===== config.mk =====
export PLATFORM = sky130hd
export DESIGN_NAME = mem_port_arbiter
export DESIGN_NICKNAME = d
export VERILOG_FILES = /design/src/rtl/mem_arb_pkg.sv /design/src/rtl/arb_streak_counter.sv /design/src/rtl/mem_port_arbiter.sv
export SDC_FILE = /design/constraint.sdc
export NUM_CORES = 1
export LEC_CHECK = 0
export CAP_MARGIN = 10
export CORE_AREA = 2 2 106 108
export DETAILED_ROUTE_END_ITERATION = 10
export DIE_AREA = 0 0 108 110
export GPL_TIMING_DRIVEN = 1
export PLACE_DENSITY = 0.79
export SKIP_LAST_GASP = 1
export SLEW_MARGIN = 10
export SYNTH_ARGS = -nofsm -noshare
export SYNTH_HDL_FRONTEND = slang
export SYNTH_HIERARCHICAL = 1
export SYNTH_SLANG_ARGS = --single-unit

===== constraint.sdc =====
create_clock -name clk -period 2.4 [get_ports clk]
set_input_delay 0.24 -clock clk [delete_from_list [all_inputs] [get_ports clk]]
set_output_delay 0.24 -clock clk [all_outputs]
set_load 0.03 [all_outputs]

===== src/rtl/mem_arb_pkg.sv =====
// Shared types and constants for the fetch/data memory port arbiter.
package mem_arb_pkg;

  typedef enum logic [1:0] {
    IDLE    = 2'd0,
    WAIT_IF = 2'd1,
    WAIT_D  = 2'd2,
    DROP    = 2'd3
  } arb_state_t;

  localparam logic [2:0] W_BYTE = 3'b000;
  localparam logic [2:0] W_HALF = 3'b001;
  localparam logic [2:0] W_WORD = 3'b010;

  localparam int unsigned StreakW = 4;

endpackage


===== src/rtl/arb_streak_counter.sv =====
// Saturating count of consecutive data grants made while a fetch was waiting.
module arb_streak_counter
  import mem_arb_pkg::*;
#(
  parameter int unsigned MAX_STREAK = 4
) (
  input  logic clk,
  input  logic rst,
  input  logic inc,
  input  logic clr,
  output logic at_max
);

  localparam logic [StreakW-1:0] MaxCount = StreakW'(MAX_STREAK);

  logic [StreakW-1:0] count_q, count_d;

  assign at_max = (count_q == MaxCount);

  always_comb begin
    count_d = count_q;
    if (clr) begin
      count_d = '0;
    end else if (inc && !at_max) begin
      count_d = count_q + StreakW'(1);
    end
  end

  always_ff @(posedge clk or negedge rst) begin
    if (!rst) begin
      count_q <= '0;
    end else begin
      count_q <= count_d;
    end
  end

endmodule


===== src/rtl/mem_port_arbiter.sv =====
// Shares one single-outstanding memory port between instruction fetch and the MEM stage;
// data wins unless fetch has been starved for MAX_STREAK grants.
module mem_port_arbiter
  import mem_arb_pkg::*;
#(
  parameter int unsigned AW         = 32,
  parameter int unsigned DW         = 32,
  parameter int unsigned MAX_STREAK = 4
) (
  input  logic          clk,
  input  logic          rst,
  // fetch port
  input  logic          if_req_valid,
  input  logic [AW-1:0] if_req_addr,
  output logic          if_req_ready,
  output logic          if_resp_valid,
  output logic [DW-1:0] if_resp_data,
  input  logic          flush,
  // data port
  input  logic          d_req_valid,
  input  logic          d_req_we,
  input  logic [2:0]    d_req_width,
  input  logic [AW-1:0] d_req_addr,
  input  logic [DW-1:0] d_req_wdata,
  output logic          d_req_ready,
  output logic          d_resp_valid,
  output logic [DW-1:0] d_resp_rdata,
  // memory port
  output logic          mem_req_valid,
  output logic          mem_req_we,
  output logic [2:0]    mem_req_width,
  output logic [AW-1:0] mem_req_addr,
  output logic [DW-1:0] mem_req_wdata,
  input  logic          mem_req_ready,
  input  logic          mem_resp_valid,
  input  logic [DW-1:0] mem_resp_data
);

  arb_state_t state_q, state_d;

  logic sel_d, sel_if;
  logic at_max;
  logic if_resp_fire, d_resp_fire;

  logic          if_resp_valid_q, d_resp_valid_q;
  logic [DW-1:0] if_resp_data_q, d_resp_rdata_q;

  // Grants are only made from IDLE, so a response cycle never overlaps a new grant.
  always_comb begin
    sel_d  = 1'b0;
    sel_if = 1'b0;
    if (state_q == IDLE) begin
      if (d_req_valid && !(at_max && if_req_valid)) begin
        sel_d = 1'b1;
      end else if (if_req_valid && !flush) begin
        sel_if = 1'b1;
      end
    end
  end

  always_comb begin
    mem_req_valid = sel_d | sel_if;
    mem_req_we    = sel_d ? d_req_we    : 1'b0;
    mem_req_width = sel_d ? d_req_width : W_WORD;
    mem_req_addr  = sel_d ? d_req_addr  : if_req_addr;
    mem_req_wdata = sel_d ? d_req_wdata : '0;
    d_req_ready   = sel_d  & mem_req_ready;
    if_req_ready  = sel_if & mem_req_ready;
  end

  always_comb begin
    state_d = state_q;
    unique case (state_q)
      IDLE: begin
        if (d_req_ready) begin
          state_d = WAIT_D;
        end else if (if_req_ready) begin
          state_d = WAIT_IF;
        end
      end
      WAIT_D: begin
        if (mem_resp_valid) state_d = IDLE;
      end
      WAIT_IF: begin
        if (mem_resp_valid) begin
          state_d = IDLE;
        end else if (flush) begin
          state_d = DROP;
        end
      end
      DROP: begin
        if (mem_resp_valid) state_d = IDLE;
      end
      default: state_d = IDLE;
    endcase
  end

  always_ff @(posedge clk or negedge rst) begin
    if (!rst) begin
      state_q <= IDLE;
    end else begin
      state_q <= state_d;
    end
  end

  arb_streak_counter #(
    .MAX_STREAK(MAX_STREAK)
  ) u_streak (
    .clk   (clk),
    .rst   (rst),
    .inc   (d_req_ready & if_req_valid),
    .clr   (if_req_ready),
    .at_max(at_max)
  );

  // A flush in the response cycle kills the fetch just like an earlier one.
  assign if_resp_fire = (state_q == WAIT_IF) && mem_resp_valid && !flush;
  assign d_resp_fire  = (state_q == WAIT_D) && mem_resp_valid;

  always_ff @(posedge clk or negedge rst) begin
    if (!rst) begin
      if_resp_valid_q <= 1'b0;
      d_resp_valid_q  <= 1'b0;
      if_resp_data_q  <= '0;
      d_resp_rdata_q  <= '0;
    end else begin
      if_resp_valid_q <= if_resp_fire;
      d_resp_valid_q  <= d_resp_fire;
      if (if_resp_fire) if_resp_data_q <= mem_resp_data;
      if (d_resp_fire)  d_resp_rdata_q <= mem_resp_data;
    end
  end

  assign if_resp_valid = if_resp_valid_q;
  assign if_resp_data  = if_resp_data_q;
  assign d_resp_valid  = d_resp_valid_q;
  assign d_resp_rdata  = d_resp_rdata_q;

endmodule

======== Yosys cells after proc, flatten, opt, wreduce, memory -nomap -nowiden ========
Cells that the tools add are included.
storage, ports and cells
  register bits after elaboration ......... 72
  output and inout port bits .............. 137
  logic and storage cells ................. 49
operators by class
  add/subtract/negate cells ............... 1
  eq/ne operators ......................... 7
  muxes and demuxes ....................... 17
  bitwise gates (word level) .............. 4
  reduce and logical (&&, ||, !) cells .... 14
operator list
  kind                 number
  $mux 32              2
  $mux 2               5
  $mux 4               2
  $logic_and 1x1->1    7
  $mux 1               6
  $ne 3x3->1 const B   2
  $pmux 2 s3           1
  $add 4x1->4 const B  1
  $eq 2x2->1 const B   2
  $eq 4x3->1 const B   1
  $and 1x1->1          3
  $logic_not 1->1      3
  $mux 3               1
  $reduce_and 3->1     1
  $eq 2x1->1 const B   1
  $logic_not 2->1      1
  $ne 2x1->1 const B   1
  $reduce_bool 2->1    1
  $reduce_or 2->1      1
  $or 1x1->1           1

======== Longest topological paths before layout ========
Gate-level depths: netlist of run 1.
  word-level depth ........................ 11
  depth in mapped cells ................... 10
  gate-level depth less buffers ........... 10

======== Cells and area by module ========
The synthesis of run 1 kept the hierarchy.
by module, submodules not included
  module              times used  cells an instance  area each (um2)  seq. area each (um2)
  mem_port_arbiter    1           229                3204.3           1701.6
  arb_streak_counter  1           24                 234.0            100.1

======== Worst setup path before layout of run 1 ========
No wires, ideal clock.
  path kind ............................... register to register
  from .................................... register u_streak.count_q[0]
  to ...................................... register u_streak.count_q[3]
  setup time .............................. 0.080 ns
  arrival ................................. 2.303 ns
  required time ........................... 2.320 ns
  slack ................................... 0.017 ns
  stages on the path, launching flop included .. 11
  clock period less this slack ............ 2.383 ns
  path through ............................ dfrtp_1 inv_1 ha_1 nand3b_4 inv_2 a21bo_2 nor2_1 and2_1 nand4_1 or3_1 a21oi_1
between the ends
  longest elaborated chain between the ends .. 10
ends and longest elaborated chain
  element                             line                      source
  from (decl)                         arb_streak_counter.sv:16  logic [StreakW-1:0] count_q, count_d;
  from (signal assigned)              arb_streak_counter.sv:33  count_q <= count_d;
  $eq 4x3->1                          arb_streak_counter.sv:18  assign at_max = (count_q == MaxCount);
  named net at_max                    mem_port_arbiter.sv:42    logic at_max;
  $logic_and 1x1->1                   mem_port_arbiter.sv:53    if (d_req_valid && !(at_max && if_req_valid)) begin
  $logic_not 1->1                     mem_port_arbiter.sv:53
  $logic_and 1x1->1                   mem_port_arbiter.sv:53
  $mux 1                              mem_port_arbiter.sv:53
  $mux 1                              mem_port_arbiter.sv:52    if (state_q == IDLE) begin
  $and 1x1->1                         mem_port_arbiter.sv:67    d_req_ready = sel_d & mem_req_ready;
  named net d_req_ready               mem_port_arbiter.sv:25    output logic d_req_ready,
  $and 1x1->1                         mem_port_arbiter.sv:111   .inc (d_req_ready & if_req_valid),
  $logic_and 1x1->1                   arb_streak_counter.sv:24  end else if (inc && !at_max) begin
  $reduce_bool 2->1 (no source line)  -
The timed path passes the listed nets, and every way through them passes these cells. The select of a mux whose other input is x is not followed.
A chain may end at the register's enable or synchronous reset.

======== Worst setup path in the final report of run 1 ========
  from .................................... register u_streak.count_q[0]
  to ...................................... output mem_req_addr[1]
between the ends
  longest elaborated chain between the ends .. 7
ends and longest elaborated chain
  element            line                      source
  $eq 4x3->1         arb_streak_counter.sv:18
  named net at_max   mem_port_arbiter.sv:42
  $logic_and 1x1->1  mem_port_arbiter.sv:53
  $logic_not 1->1    mem_port_arbiter.sv:53
  $logic_and 1x1->1  mem_port_arbiter.sv:53
  $mux 1             mem_port_arbiter.sv:53
  $mux 1             mem_port_arbiter.sv:52
  $mux 32            mem_port_arbiter.sv:65    mem_req_addr = sel_d ? d_req_addr : if_req_addr;
  to (decl)          mem_port_arbiter.sv:32    output logic [AW-1:0] mem_req_addr,
The timed path passes the listed nets, and every way through them passes these cells.

==> results of run 1 <==
-- metal layers --
layer | vias to the layer above | routed length, um
met5 | - | 0
met4 | 0 | 806
li1 | 1526 | -
met1 | 1651 | 5580
met3 | 43 | 1520
met2 | 185 | 7540
-- placed cells by master, fill, tap and decap left out, types with 9 or more instances in the layout --
cell               n
clkdlybuf4s50_1  203
mux2_4            27
buf_4             36
buf_6             52
buf_12            23
and2_1            11
clkbuf_8           9
mux2_2            66
and2_4            25
dfrtp_1           72
-- state kept, by name, indices dropped and copies added, names as in the netlist --
| name | flops |
|---|---|
| d_resp_rdata | 32 |
| if_resp_valid | 1 |
| d_resp_valid | 1 |
| if_resp_data | 32 |
| state_q | 2 |
| u_streak/count_q | 4 |
-- cell type report --
class | instances | area, um^2
clock buffer | 10 | 128
timing repair buffer | 325 | 3510
inverter | 5 | 18.8
sequential | 72 | 1800
fill | 762 | 3250
multi-input combinational | 163 | 1740
clock inverter | 6 | 67.6
tap | 140 | 175
-- stage by stage --
step / TNS, ns / instance area [um^2] / hold slack [ns]
after detailed placement: -6.63 / 6540 / 0.270
after global routing: -12.22 / 7440 / 0.496
final: -7.18 / 7440 / 0.432
after global placement: -3.53 / 6540 / 0.261
after CTS: -8.25 / 7390 / 0.419
after floorplan: 0 / 3440 / -0.0556
-- critical path, delay by kind of cell (launching register included) --
family / cells / cell delay, ns
AO/OA/AOI/OAI: 1 / 0.21
AND/OR/NAND/NOR: 2 / 0.23
adder cells (fa/ha/maj): 1 / 0.16
flip-flops: 1 / 0.37
buffers and inverters: 7 / 0.74
multiplexers: 1 / 0.32
-- final timing paths --
path | from | cells past startpoint | endpoint | slack (ns)
max in group asynchronous | rst | 3 | if_resp_data[18] | 1.30
setup reg to reg | state_q[1] | 6 | u_streak/count_q[3] | 0.32
min in group clk | if_resp_data[6] | 1 | if_resp_data[6] | 0.50
setup / recovery | u_streak/count_q[0] | 12 | mem_req_addr[1] | -0.22
hold reg to reg | if_resp_data[6] | 1 | if_resp_data[6] | 0.50
hold / removal | rst | 2 | if_resp_data[3] | 0.43
-- report_power, final --
part / total (mW) / internal [mW] / switching (mW)
clock: 0.949 / 0.486 / 0.463
sequential: 2.00 / 1.72 / 0.277
combinational: 4.64 / 2.34 / 2.30
total: 7.58 / 4.55 / 3.04
-- repair_timing --
item,4_1_cts,5_1_grt
pin swaps,10,7
endpoints found under the hold margin,24,0
gates resized for setup,236,40
endpoints found under the setup margin,64,67
setup buffers,23,9
hold buffers,1,0
gates cloned,7,1
-- cell families after synthesis --
logic type               after synthesis  share of synthesized area
AO/OA/AOI/OAI                         11                     0.0211
adder cells (fa/ha/maj)                2                    0.00728
buffers and inverters                 18                     0.0287
flip-flops                            72                      0.524
multiplexers                          96                      0.314
AND/OR/NAND/NOR                       54                      0.104
==> flow_summary.toml, run 1 <==
[worst_setup_path]
crit_path_max_fo = 5
crit_path_frequent_cell = "buf_12"
worst_setup_path_end_kind = "output pin"
crit_slowest_cell = "dfrtp_1"
critical_path.startpoint_type = "flip-flop"
critical_path.cell_chain = "inv_2 > ha_4 > nand3b_4 > inv_2 > a21bo_4 > nor3_4 > buf_6 > buf_12 > buf_12 > buf_12 > mux2_4 > buf_6"
crit_arrival_ns = 2.38
worst_path_required_ns = 2.16
crit_type = "flip-flop to output pin"
cp_slowest_stage_delay_ns = 0.37

[global_route]
vias_in_the_first_global_route = 3700
gr-usage-met1 = 0.280
grt_use_total = 0.248
grt_util_met2 = 0.417
most_used_routing_layer_in_global_routing = "met2"
grt_use_met3 = 0.0852
largest_net_degree_at_the_start_of_global_routing = 49
wire_length_of_the_first_global_routing_pass_um = 21500
antenna_found_initial = 0
grt-ovfl-total = 0

[sta]
max_freq_ghz = 0.381
post-route-worst-setup-slack_ns = -0.225
finalHoldViolCount = 0
timing_worst_slew_pin_value_ns = 0.605
fin_crit_period_ns = 2.62
rsz0062_at_grt = "yes"
timing.final.setup_violations = 58
timing.max_slew.rel_slack = 0.597
slew_violations = 0
worst_clock_skew_ns = 0.00677
timing.final.crit_share = 1.09

[synth]
synthesis.nets = 394
synth_top_area_cell = "dfrtp_1"
dominantRegCellSynth = "dfrtp_1"
yosys_register_bits = 72
synth_cell_type_count = 26
ys_seq_area_frac = 0.524
per_instance_average_area_after_synthesis_um2 = 13.6
syn_area_mm2 = 0.00344
synthMostInstantiatedCell = "mux2_2"
synth.area.top_cells = "dfrtp_1, mux2_2, and2_1"
ys.warnings.count = 6
synth_top_area_frac = 0.524
synth_enable_flop_cells = 0
share_of_flip_flops_with_an_asynchronous_set_or_reset = 1.00
synth_common_cells = "mux2_2, dfrtp_1, and2_1"
synthCells = 253

[cells_and_area]
n_antenna_cell = 0
final_core_utilization = 0.696
finish.net_count = 717
syn_to_final_growth_pct = 117
final_cell_count_no_fill = 721
fraction_of_final_layout_cells_sized_beyond_drive_strength_1 = 0.456

[clock_tree]
clock_tree.buffer_depth = 2
cts_made_buffers = 9
insertion_delay_ns = 0.35
clock_sink_count = 72
htreeDepth = 3
tritoncts_clock_tree = "built"
clk_pin_slew_worst_paths_ns = 0.08
clock_tree.root_cell = "clkbuf_8"

[die]
die_area_mm2 = 0.0119
floorplan.initialDensity = 0.321
fp-row-count = 38
fp.dieW_um = 108
fp.coreArea_mm2 = 0.0107
top_level_ports = 276
die_height_um = 110

[run_status]
run_status = "finished, violations left"
failing_checks = "negative setup slack"

[min_path]
worstHoldPathType = "primary input to async pin"

[detailed_routing]
drt.antenna.violating_nets = 0
detail_route.wl_per_cell_um = 21.4
detail_route.vias_per_cell = 4.72
drt_first_iter_violations = 175
num_vias = 3405
drt_first_pass_iters = 4
finalWirelength_um = 15400
residual_drc_count = 0

[pwr]
irDropWorstVdd_mv = 0.719
power.static_leakage_nw = 3.31
finalPower_mw = 7.58
pwr_density_cell_mw_per_mm2 = 1020

[job]
max_cap_violations = 0

[placement]
globalplace.congestion = 0.896
port_buffers = 275
hpwl_after_detailed_placement_um = 11000
dp_worst_setup_slack_ns = -0.258
dp_cells = 671
(Power assumes the default switching activity.)
==> run 2, diff against run 1 <==
CORE_AREA = unset   (was 2 2 106 108)
CORE_MARGIN = 1.5   (was unset)
CORE_UTILIZATION = 30   (was unset)
DIE_AREA = unset   (was 0 0 108 110)
PLACE_DENSITY = 0.77   (was 0.79)
clock period = 2.3 ns   (was 2.4 ns; I/O delays follow)
==> flow_summary.toml, run 2 (synthesis gave the netlist of run 1 again) <==
[run_status]
run_status = "finished, violations left"
failing_checks = "negative hold slack, negative setup slack"

[clock_tree]
clock_tree.buffer_depth = 2
htreeDepth = 3
clk_pin_slew_worst_paths_ns = 0.06
cts_hold_repair.buffers = 0
cts_made_buffers = 9
clock_tree.root_cell = "clkbuf_16"
tritoncts_clock_tree = "built"
insertion_delay_ns = 0.32
clock_sink_count = 72

[worst_setup_path]
crit_path_frequent_cell = "buf_6"
crit_type = "flip-flop to output pin"
crit_slowest_cell = "dfrtp_1"
crit_arrival_ns = 2.26
cp_slowest_stage_delay_ns = 0.37
worst_path_required_ns = 2.07
critical_path_buf_inv_count = 7
crit_path_max_fo = 8
critical_path.top_delay_family = "buffers and inverters"
critical_path_depth = 12
critical_path.startpoint_type = "flip-flop"
worst-r2r-cell-count = 12
critical_path.cell_chain = "inv_2 > ha_4 > nand3b_4 > inv_2 > a21bo_4 > nor3_4 > buf_6 > buf_4 > buf_6 > buf_16 > and2_4 > buf_6"
worst_setup_path_end_kind = "output pin"

[pwr]
switchingPower_mw = 3.20
p_seq_frac = 0.249
irDropWorstVdd_mv = 0.984
pwr_density_cell_mw_per_mm2 = 1120
power.static_leakage_nw = 3.35
power_frac_comb = 0.575
p_int_mw = 5.20
finalPower_mw = 8.40
power_switching_share = 0.381
share_clk_of_total_power = 0.176

[cells_and_area]
finish.net_count = 713
fraction_of_final_layout_cells_sized_beyond_drive_strength_1 = 0.470
mostFrequentLayoutCells = "clkdlybuf4s50_1, dfrtp_1, mux2_2"
post-route-cell-area_mm2 = 0.00753
multi_input_comb_area_mm2 = 0.00175
syn_to_final_growth_pct = 119
most_common_library_cell_in_the_layout_ignoring_fill_and_taps = "clkdlybuf4s50_1"
final.fill_count = 797
area.sequential_mm2 = 0.00180

[global_route]
wire_length_of_the_first_global_routing_pass_um = 21500
grt-ovfl-total = 0
largest_net_degree_at_the_start_of_global_routing = 37
antenna_found_initial = 1
vias_in_the_first_global_route = 3635
grt_use_total = 0.250

[job]
max_cap_violations = 0

[sta]
finalHoldViolCount = 25
slew_violations = 0
worst_clock_skew_ns = 0.00702
timing.final.setup_violations = 68
post-route-worst-setup-slack_ns = -0.194
fin_hold_ws_ns = -0.0138
fin_crit_period_ns = 2.49
timing_worst_slew_pin_value_ns = 0.781
timing.final.crit_share = 1.08
rsz0062_at_grt = "yes"
timing.max_slew.rel_slack = 0.479
max_freq_ghz = 0.401
totalNegativeSetupSlack_ns = -9.28

[placement]
hpwl_after_detailed_placement_um = 11900
port_buffers = 275
post_dp_cell_area_mm2 = 0.00647
globalplace.congestion = 0.779

[die]
top_level_ports = 276
die_area_mm2 = 0.0121
floorplan.initialDensity = 0.313
die_height_um = 110
fp.dieW_um = 110
fp-row-count = 38
fp.coreArea_mm2 = 0.0110

[detailed_routing]
residual_drc_count = 0
drt_first_pass_iters = 4
detail_route.wl_per_cell_um = 22.5
detail_route.vias_per_cell = 4.69
num_vias = 3360
finalWirelength_um = 16200
drt.antenna.violating_nets = 0
drt_first_iter_violations = 168

[min_path]
worstHoldPathType = "primary input to async pin"
==> run 2: area by class of cell <==
type | count | share of cell area
Clock inverter | 4 | 0.0103
Clock buffer | 11 | 0.0323
Multi-Input combinational cell | 163 | 0.232
Tap cell | 140 | 0.0233
Timing Repair Buffer | 321 | 0.460
Inverter | 5 | 0.00249
Antenna cell | 1 | 0.000333
Sequential cell | 72 | 0.239
==> run 2: power by group through the flow <==
stage	registers (mW)	logic, mW	clock network (mW)
floorplan	3.09	1.19	0
global placement	2.07	4.18	0
detailed placement	2.11	4.24	0
CTS	2.10	4.70	1.51
global route	2.16	5.00	1.56
finish	2.09	4.83	1.48
==> run 2: what timing repair did <==
item	CTS	global route
gates resized for setup	219	46
pin swaps	1	16
setup endpoints to repair	66	68
buffers inserted	19	3
gates cloned	5	2
==> run 2: path summary, 6_finish.rpt <==
kind                                           from                  end  slack [ns]
worst max-delay path            u_streak/count_q[1]    mem_req_wdata[18]       -0.19
worst min-delay path                            rst     if_resp_data[25]       -0.01
worst max register to register  u_streak/count_q[1]  u_streak/count_q[3]        0.13
worst min register to register     if_resp_data[22]     if_resp_data[22]        0.49
max in group asynchronous                       rst     d_resp_rdata[21]        1.56
min in group clk                   if_resp_data[22]     if_resp_data[22]        0.49
==> run 2: per-layer routing <==
metal | GRT usage | up-vias | wire, um
met5 | 0 | - | 0
li1 | - | 1529 | -
met2 | 0.480 | 152 | 8790
met1 | 0.259 | 1668 | 5460
met4 | 0.0668 | 0 | 189
met3 | 0.0829 | 11 | 1710
==> run 2: stage by stage <==
stage	util	hold slack (ns)	std cells	setup WS, ns
floorplan	-	-0.0656	253	0.0772
global placement	0.589	0.332	673	-0.169
detailed placement	0.589	0.350	673	-0.249
CTS	0.667	0.00331	712	-0.288
global route	0.685	0.0435	716	-0.278
finish	0.685	-0.0138	717	-0.194
